$ cat src/rtl/ysyx_22050243_rf_pkg.sv
// Shared types and constants for the ID-stage register file with scoreboard.
package ysyx_22050243_rf_pkg;

    typedef enum logic {
        RF_INIT = 1'b0,
        RF_RUN  = 1'b1
    } rf_state_e;

    localparam int ZERO_REG = 0;

endpackage

$ cat src/rtl/ysyx_22050243_rf_scoreboard.sv
// Per-register pending bits: set on issue, cleared on writeback or flush.
// rd_busy reports a pending source that the current-cycle writeback cannot bypass.
module ysyx_22050243_rf_scoreboard
    import ysyx_22050243_rf_pkg::*;
#(
    parameter int NREG = 32,
    parameter int NRD  = 2,
    parameter int NWR  = 1,
    parameter int AW   = $clog2(NREG)
) (
    input  logic              clk,
    input  logic              rst,
    input  logic              run,
    input  logic [NWR-1:0]    wr_en,
    input  logic [NWR*AW-1:0] wr_addr,
    input  logic              iss_en,
    input  logic [AW-1:0]     iss_addr,
    input  logic              flush,
    input  logic [NRD-1:0]    rd_en,
    input  logic [NRD*AW-1:0] rd_addr,
    output logic [NRD-1:0]    rd_busy
);

    logic [NREG-1:0] pend;
    logic [NREG-1:0] pend_nxt;

    // Order matters: clears, then issue (newer producer wins), then flush overrides all.
    always_comb begin
        pend_nxt = pend;
        if (run) begin
            for (int w = 0; w < NWR; w++) begin
                if (wr_en[w]) pend_nxt[wr_addr[w*AW +: AW]] = 1'b0;
            end
            if (iss_en && iss_addr != AW'(ZERO_REG)) pend_nxt[iss_addr] = 1'b1;
            if (flush) pend_nxt = '0;
        end
    end

    always_ff @(posedge clk) begin
        if (!rst) pend <= '0;
        else      pend <= pend_nxt;
    end

    for (genvar p = 0; p < NRD; p++) begin : g_rd
        logic [AW-1:0] a;
        logic          hit;

        assign a = rd_addr[p*AW +: AW];

        always_comb begin
            hit = 1'b0;
            for (int w = 0; w < NWR; w++) begin
                if (wr_en[w] && wr_addr[w*AW +: AW] == a) hit = 1'b1;
            end
        end

        assign rd_busy[p] = run ? (rd_en[p] && a != AW'(ZERO_REG) && pend[a] && !hit) : 1'b1;
    end

endmodule

$ cat src/rtl/ysyx_22050243_regfile_sb.sv
// Multi-port integer register file with write bypass, scoreboard and post-reset clear engine.
// Define REGFILE_DIFFTEST_EN to expose the whole (bypassed) architectural state on gpr_o.
module ysyx_22050243_regfile_sb
    import ysyx_22050243_rf_pkg::*;
#(
    parameter  int XLEN = 64,
    parameter  int NREG = 32,
    parameter  int NRD  = 2,
    parameter  int NWR  = 1,
    localparam int AW   = $clog2(NREG)
) (
    input  logic                clk,
    input  logic                rst,
    output logic                init_done,
    input  logic [NRD-1:0]      rd_en,
    input  logic [NRD*AW-1:0]   rd_addr,
    output logic [NRD*XLEN-1:0] rd_data,
    output logic [NRD-1:0]      rd_busy,
    input  logic [NWR-1:0]      wr_en,
    input  logic [NWR*AW-1:0]   wr_addr,
    input  logic [NWR*XLEN-1:0] wr_data,
    input  logic                iss_en,
    input  logic [AW-1:0]       iss_addr,
    input  logic                flush
`ifdef REGFILE_DIFFTEST_EN
    ,
    output logic [NREG*XLEN-1:0] gpr_o
`endif
);

    localparam logic [AW-1:0] LAST = AW'(NREG - 1);
    localparam logic [AW-1:0] ZA   = AW'(ZERO_REG);

    rf_state_e       state, state_nxt;
    logic [AW-1:0]   idx;
    logic            run;
    logic [XLEN-1:0] regs [NREG];

    assign run       = (state == RF_RUN);
    assign init_done = run;

    always_ff @(posedge clk) begin
        if (!rst) state <= RF_INIT;
        else      state <= state_nxt;
    end

    always_comb begin
        state_nxt = state;
        if (state == RF_INIT && idx == LAST) state_nxt = RF_RUN;
    end

    always_ff @(posedge clk) begin
        if (!rst)                 idx <= '0;
        else if (state == RF_INIT) idx <= idx + AW'(1);
    end

    // Array has no reset of its own; the INIT sweep is what clears it.
    // Ascending port loop makes the highest-index writer win on conflict.
    always_ff @(posedge clk) begin
        if (rst) begin
            if (state == RF_INIT) begin
                regs[idx] <= '0;
            end else begin
                for (int w = 0; w < NWR; w++) begin
                    if (wr_en[w] && wr_addr[w*AW +: AW] != ZA)
                        regs[wr_addr[w*AW +: AW]] <= wr_data[w*XLEN +: XLEN];
                end
            end
        end
    end

    for (genvar p = 0; p < NRD; p++) begin : g_rd
        logic [AW-1:0]   a;
        logic [XLEN-1:0] val;

        assign a = rd_addr[p*AW +: AW];

        always_comb begin
            val = regs[a];
            for (int w = 0; w < NWR; w++) begin
                if (wr_en[w] && wr_addr[w*AW +: AW] == a) val = wr_data[w*XLEN +: XLEN];
            end
        end

        assign rd_data[p*XLEN +: XLEN] = (run && rd_en[p] && a != ZA) ? val : '0;
    end

    ysyx_22050243_rf_scoreboard #(
        .NREG (NREG),
        .NRD  (NRD),
        .NWR  (NWR),
        .AW   (AW)
    ) u_sb (
        .clk      (clk),
        .rst      (rst),
        .run      (run),
        .wr_en    (wr_en),
        .wr_addr  (wr_addr),
        .iss_en   (iss_en),
        .iss_addr (iss_addr),
        .flush    (flush),
        .rd_en    (rd_en),
        .rd_addr  (rd_addr),
        .rd_busy  (rd_busy)
    );

`ifdef REGFILE_DIFFTEST_EN
    assign gpr_o[0 +: XLEN] = '0;
    for (genvar i = 1; i < NREG; i++) begin : g_gpr
        logic [XLEN-1:0] v;
        always_comb begin
            v = regs[i];
            for (int w = 0; w < NWR; w++) begin
                if (wr_en[w] && wr_addr[w*AW +: AW] == AW'(i)) v = wr_data[w*XLEN +: XLEN];
            end
        end
        assign gpr_o[i*XLEN +: XLEN] = run ? v : '0;
    end
`endif

endmodule
$ cat config.mk
export PLATFORM = sky130hd
export DESIGN_NAME = ysyx_22050243_regfile_sb
export DESIGN_NICKNAME = d
export VERILOG_FILES = /design/src/rtl/ysyx_22050243_rf_pkg.sv /design/src/rtl/ysyx_22050243_rf_scoreboard.sv /design/src/rtl/ysyx_22050243_regfile_sb.sv
export SDC_FILE = /design/constraint.sdc
export NUM_CORES = 2
export LEC_CHECK = 0
export CORE_ASPECT_RATIO = 0.8
export CORE_MARGIN = 4
export CORE_UTILIZATION = 23
export CTS_CLUSTER_DIAMETER = 200
export DETAILED_ROUTE_END_ITERATION = 7
export GPL_ROUTABILITY_DRIVEN = 0
export PLACE_DENSITY = 0.38
export SLEW_MARGIN = 15
export SYNTH_ARGS = -nofsm -noshare
export SYNTH_HDL_FRONTEND = slang
export SYNTH_SLANG_ARGS = --single-unit
export TNS_END_PERCENT = 5
$ cat constraint.sdc
create_clock -name clk -period 8.05 [get_ports clk]
set_clock_uncertainty 0.15 [all_clocks]
set_input_delay 1.61 -clock clk [delete_from_list [all_inputs] [get_ports clk]]
set_output_delay 1.61 -clock clk [all_outputs]
set_load 0.05 [all_outputs]
==> flow_metrics.py <==
metrics = {
    "outcome": {
        "status": "finished, final reports clean",
    },
    "clock_tree": {
        "cts_setup_buffers": 0,
        "clk_latency_ps": 900,
        "cts_sinks": 2086,
        "cts_resized": 0,
        "cts_max_level": 4,
        "clk_pin_slew_ps": 60,
        "cts.hold.buffers_added": 0,
        "clock_path_buffers": 4,
        "cts_tree": "done",
        "cts_root_buf": "clkbuf_16",
        "numCtsBuffers": 229,
    },
    "logic_synthesis": {
        "syn_area_mm2": 0.09972,
        "seq_area_frac_synth_pct": 62.43,
        "ys_types": 59,
        "synth-xor-area-share_pct": 0.1142,
        "syn-num-nets": 5854,
        "synth_top_area_share_pct": 61.67,
        "yosys_most_used_dff": "edfxtp_1",
        "ys_warn_count": 0,
        "synth_edf_count": 2048,
        "synth-simple-area-share_pct": 1.637,
        "synth_top_cell_by_area": "edfxtp_1",
        "synth_area_per_cell_um2": 17.31,
        "synthAdderAreaFrac_pct": 0.02509,
        "synthCells": 5761,
        "async_flop_share_pct": 0,
        "yosys_register_bits": 2086,
        "muxShareOfSynthArea_pct": 22.66,
        "synth_compound_gate_area_share_pct": 10.32,
        "synth_top_family_by_area": "multiplexers",
        "synth_area_leaders": "edfxtp_1 (62%), mux4_2 (13%), mux2i_1 (9.9%)",
    },
    "power": {
        "p_int_mw": 17.95,
        "comb_power_share_pct": 7.5,
        "power_density_mw_per_mm2": 201.7,
        "power.switching_mw": 5.738,
        "ir_drop_mv": 0.1788,
        "p_leak_nw": 39.27,
        "seqPwrFrac_pct": 50.0,
        "swShare_pct": 24.23,
        "power.share.clock_pct": 42.5,
        "power_mw": 23.69,
    },
    "floorplanning": {
        "dieArea_mm2": 0.4442,
        "io_pins": 222,
        "coreArea_mm2": 0.4304,
        "die_y_um": 596.9,
        "rows": 215,
        "start_util_pct": 23.17,
        "die_w_um": 744.2,
    },
    "worst_setup_path": {
        "cp_data_arrival_time_ps": 5140,
        "required_ps": 6290,
        "crit_path_max_fanout": 65,
        "critical_path_class": "input pin to output port",
        "critPathLaunchType": "input pin",
        "r2r_cells": 6,
        "crit_path_end_kind": "output port",
    },
    "final_layout": {
        "final_common_cell": "edfxtp_1",
        "post-route-util_pct": 27.28,
        "drive_gt1_share_pct": 21.70,
        "syn_to_final_growth_pct": 17.75,
        "fin_cells": 11880,
        "layout_common_cells": "edfxtp_1 (2048), mux2i_1 (986), a221oi_1 (577)",
        "final_nets": 6046,
    },
    "grt": {
        "antenna_found_initial": 22,
        "grt_start_max_net_pins": 100,
        "grt_overflow": 0,
        "grt_pass1_vias": 63430,
        "grtUsageTotal_pct": 18.12,
        "grt_pass1_wl_um": 561100,
    },
    "route": {
        "drt-wirelength-per-cell_um": 34.98,
        "drt_iter0_drc": 6638,
        "drtAntennaViolNets": 0,
        "wirelength_um": 415600,
        "drtPass1Iterations": 6,
        "drc": 0,
        "avgViaCountPerCell": 5.289,
        "vias": 62850,
    },
    "placed_design": {
        "place_inst": 11470,
        "port_buffers": 221,
        "hpwlAfterDp_um": 226200,
    },
    "flow_run": {
        "drv_cap": 0,
    },
    "sta": {
        "fmax_mhz": 144.8,
        "tns_ps": 0,
        "setup_viol": 0,
        "min_period_ps": 6905,
        "fin_crit_sh_pct": 85.78,
        "slew_headroom_pct": 21.35,
        "worst_pin_slew_ps": 1176,
        "hold_viol_final": 0,
        "rsz0062_at_grt": "false",
        "maxSlewViolCount": 0,
        "hold_ws_ps": 316.3,
    },
    "hold_path": {
        "min_path_type": "flip-flop to flip-flop",
        "hold_depth": 1,
    },
}
==> synthesized netlist by cell type (all sizes together) (2+ instances only) <==
cell and instances:
a211o 60, a211oi 4, a21oi 162, a221oi 610
a22o 64, a22oi 123, a311o 2, a31oi 5
a32oi 3, and2 70, and3 6, and3b 2
buf 272, clkbuf 237, dfxtp 38, edfxtp 2048
ha 2, inv 7, mux2i 986, mux4 565
nand2 15, nand3 5, nand3b 3, nand4 2
nand4b 2, nor2 51, nor2b 6, nor3 125
nor3b 4, nor4 3, nor4b 3, nor4bb 2
o211ai 2, o21ai 67, o21bai 120, o32ai 60
or2 3, or3 2, xnor2 5, xor2 8
==> registers in the layout, indices dropped and copies added, names as in the netlist <==
register / flops
idx: 5
init_done: 1
regs: 2048
u_sb.pend: 32
==> per-layer routing <==
layer	track usage, %	wire length, um
met1	26.78	195600
met4	3.400	7939
met5	0	13
met2	28.28	187500
met3	2.626	24630
==> kinds of logic after synthesis <==
kind of cell	Yosys count
compound gates	1286
xor+xnor	13
fa+ha+maj	2
simple gates	306
flops	2086
mux	1551
buf+inv	517
==> final timing paths <==
path,from,to,slack [ps]
hold / removal,u_sb.pend[0],u_sb.pend[0],320
setup / recovery,rd_addr[6],rd_data[111],1150
hold reg to reg,u_sb.pend[0],u_sb.pend[0],320
setup reg to reg,init_done,regs[6][34],3030
==> through the flow <==
step	setup WS [ps]	cell area, um2
6_report	1145	117400
5_1_grt	1030	117400
4_1_cts	1169	117400
3_5_place_dp	1167	110600
3_3_place_gp	1140	110500
2_1_floorplan	1689	99720
==> critical path: stages <==
cell and delay [ps]:
buf_8 330, nor2b_4 880, buf_12 490, a221oi_1 230, a221oi_1 550, o32ai_1 390
a22o_1 340, buf_12 160
==> cell type report <==
class,count,area [um2]
Fill cell,43060,313000
Sequential cell,2086,62260
Multi-Input combinational cell,3158,35040
Tap cell,5750,7194
Timing Repair Buffer,470,6045
Clock buffer,290,5981
Clock inverter,113,838.3
Inverter,8,52.55
Antenna cell,8,20.02
==> power groups by stage <==
| stage | clock, mW | sequential, mW | combinational [mW] |
|---|---|---|---|
| after floorplan | 0 | 12.1 | 1.04 |
| after global placement | 0 | 12.1 | 1.78 |
| after detailed placement | 0 | 12.1 | 1.77 |
| after CTS | 10.3 | 11.8 | 1.78 |
| after global routing | 10.8 | 11.8 | 1.85 |
| final | 10.1 | 11.8 | 1.77 |
No activity file was read; power rests on OpenSTA's default activity.
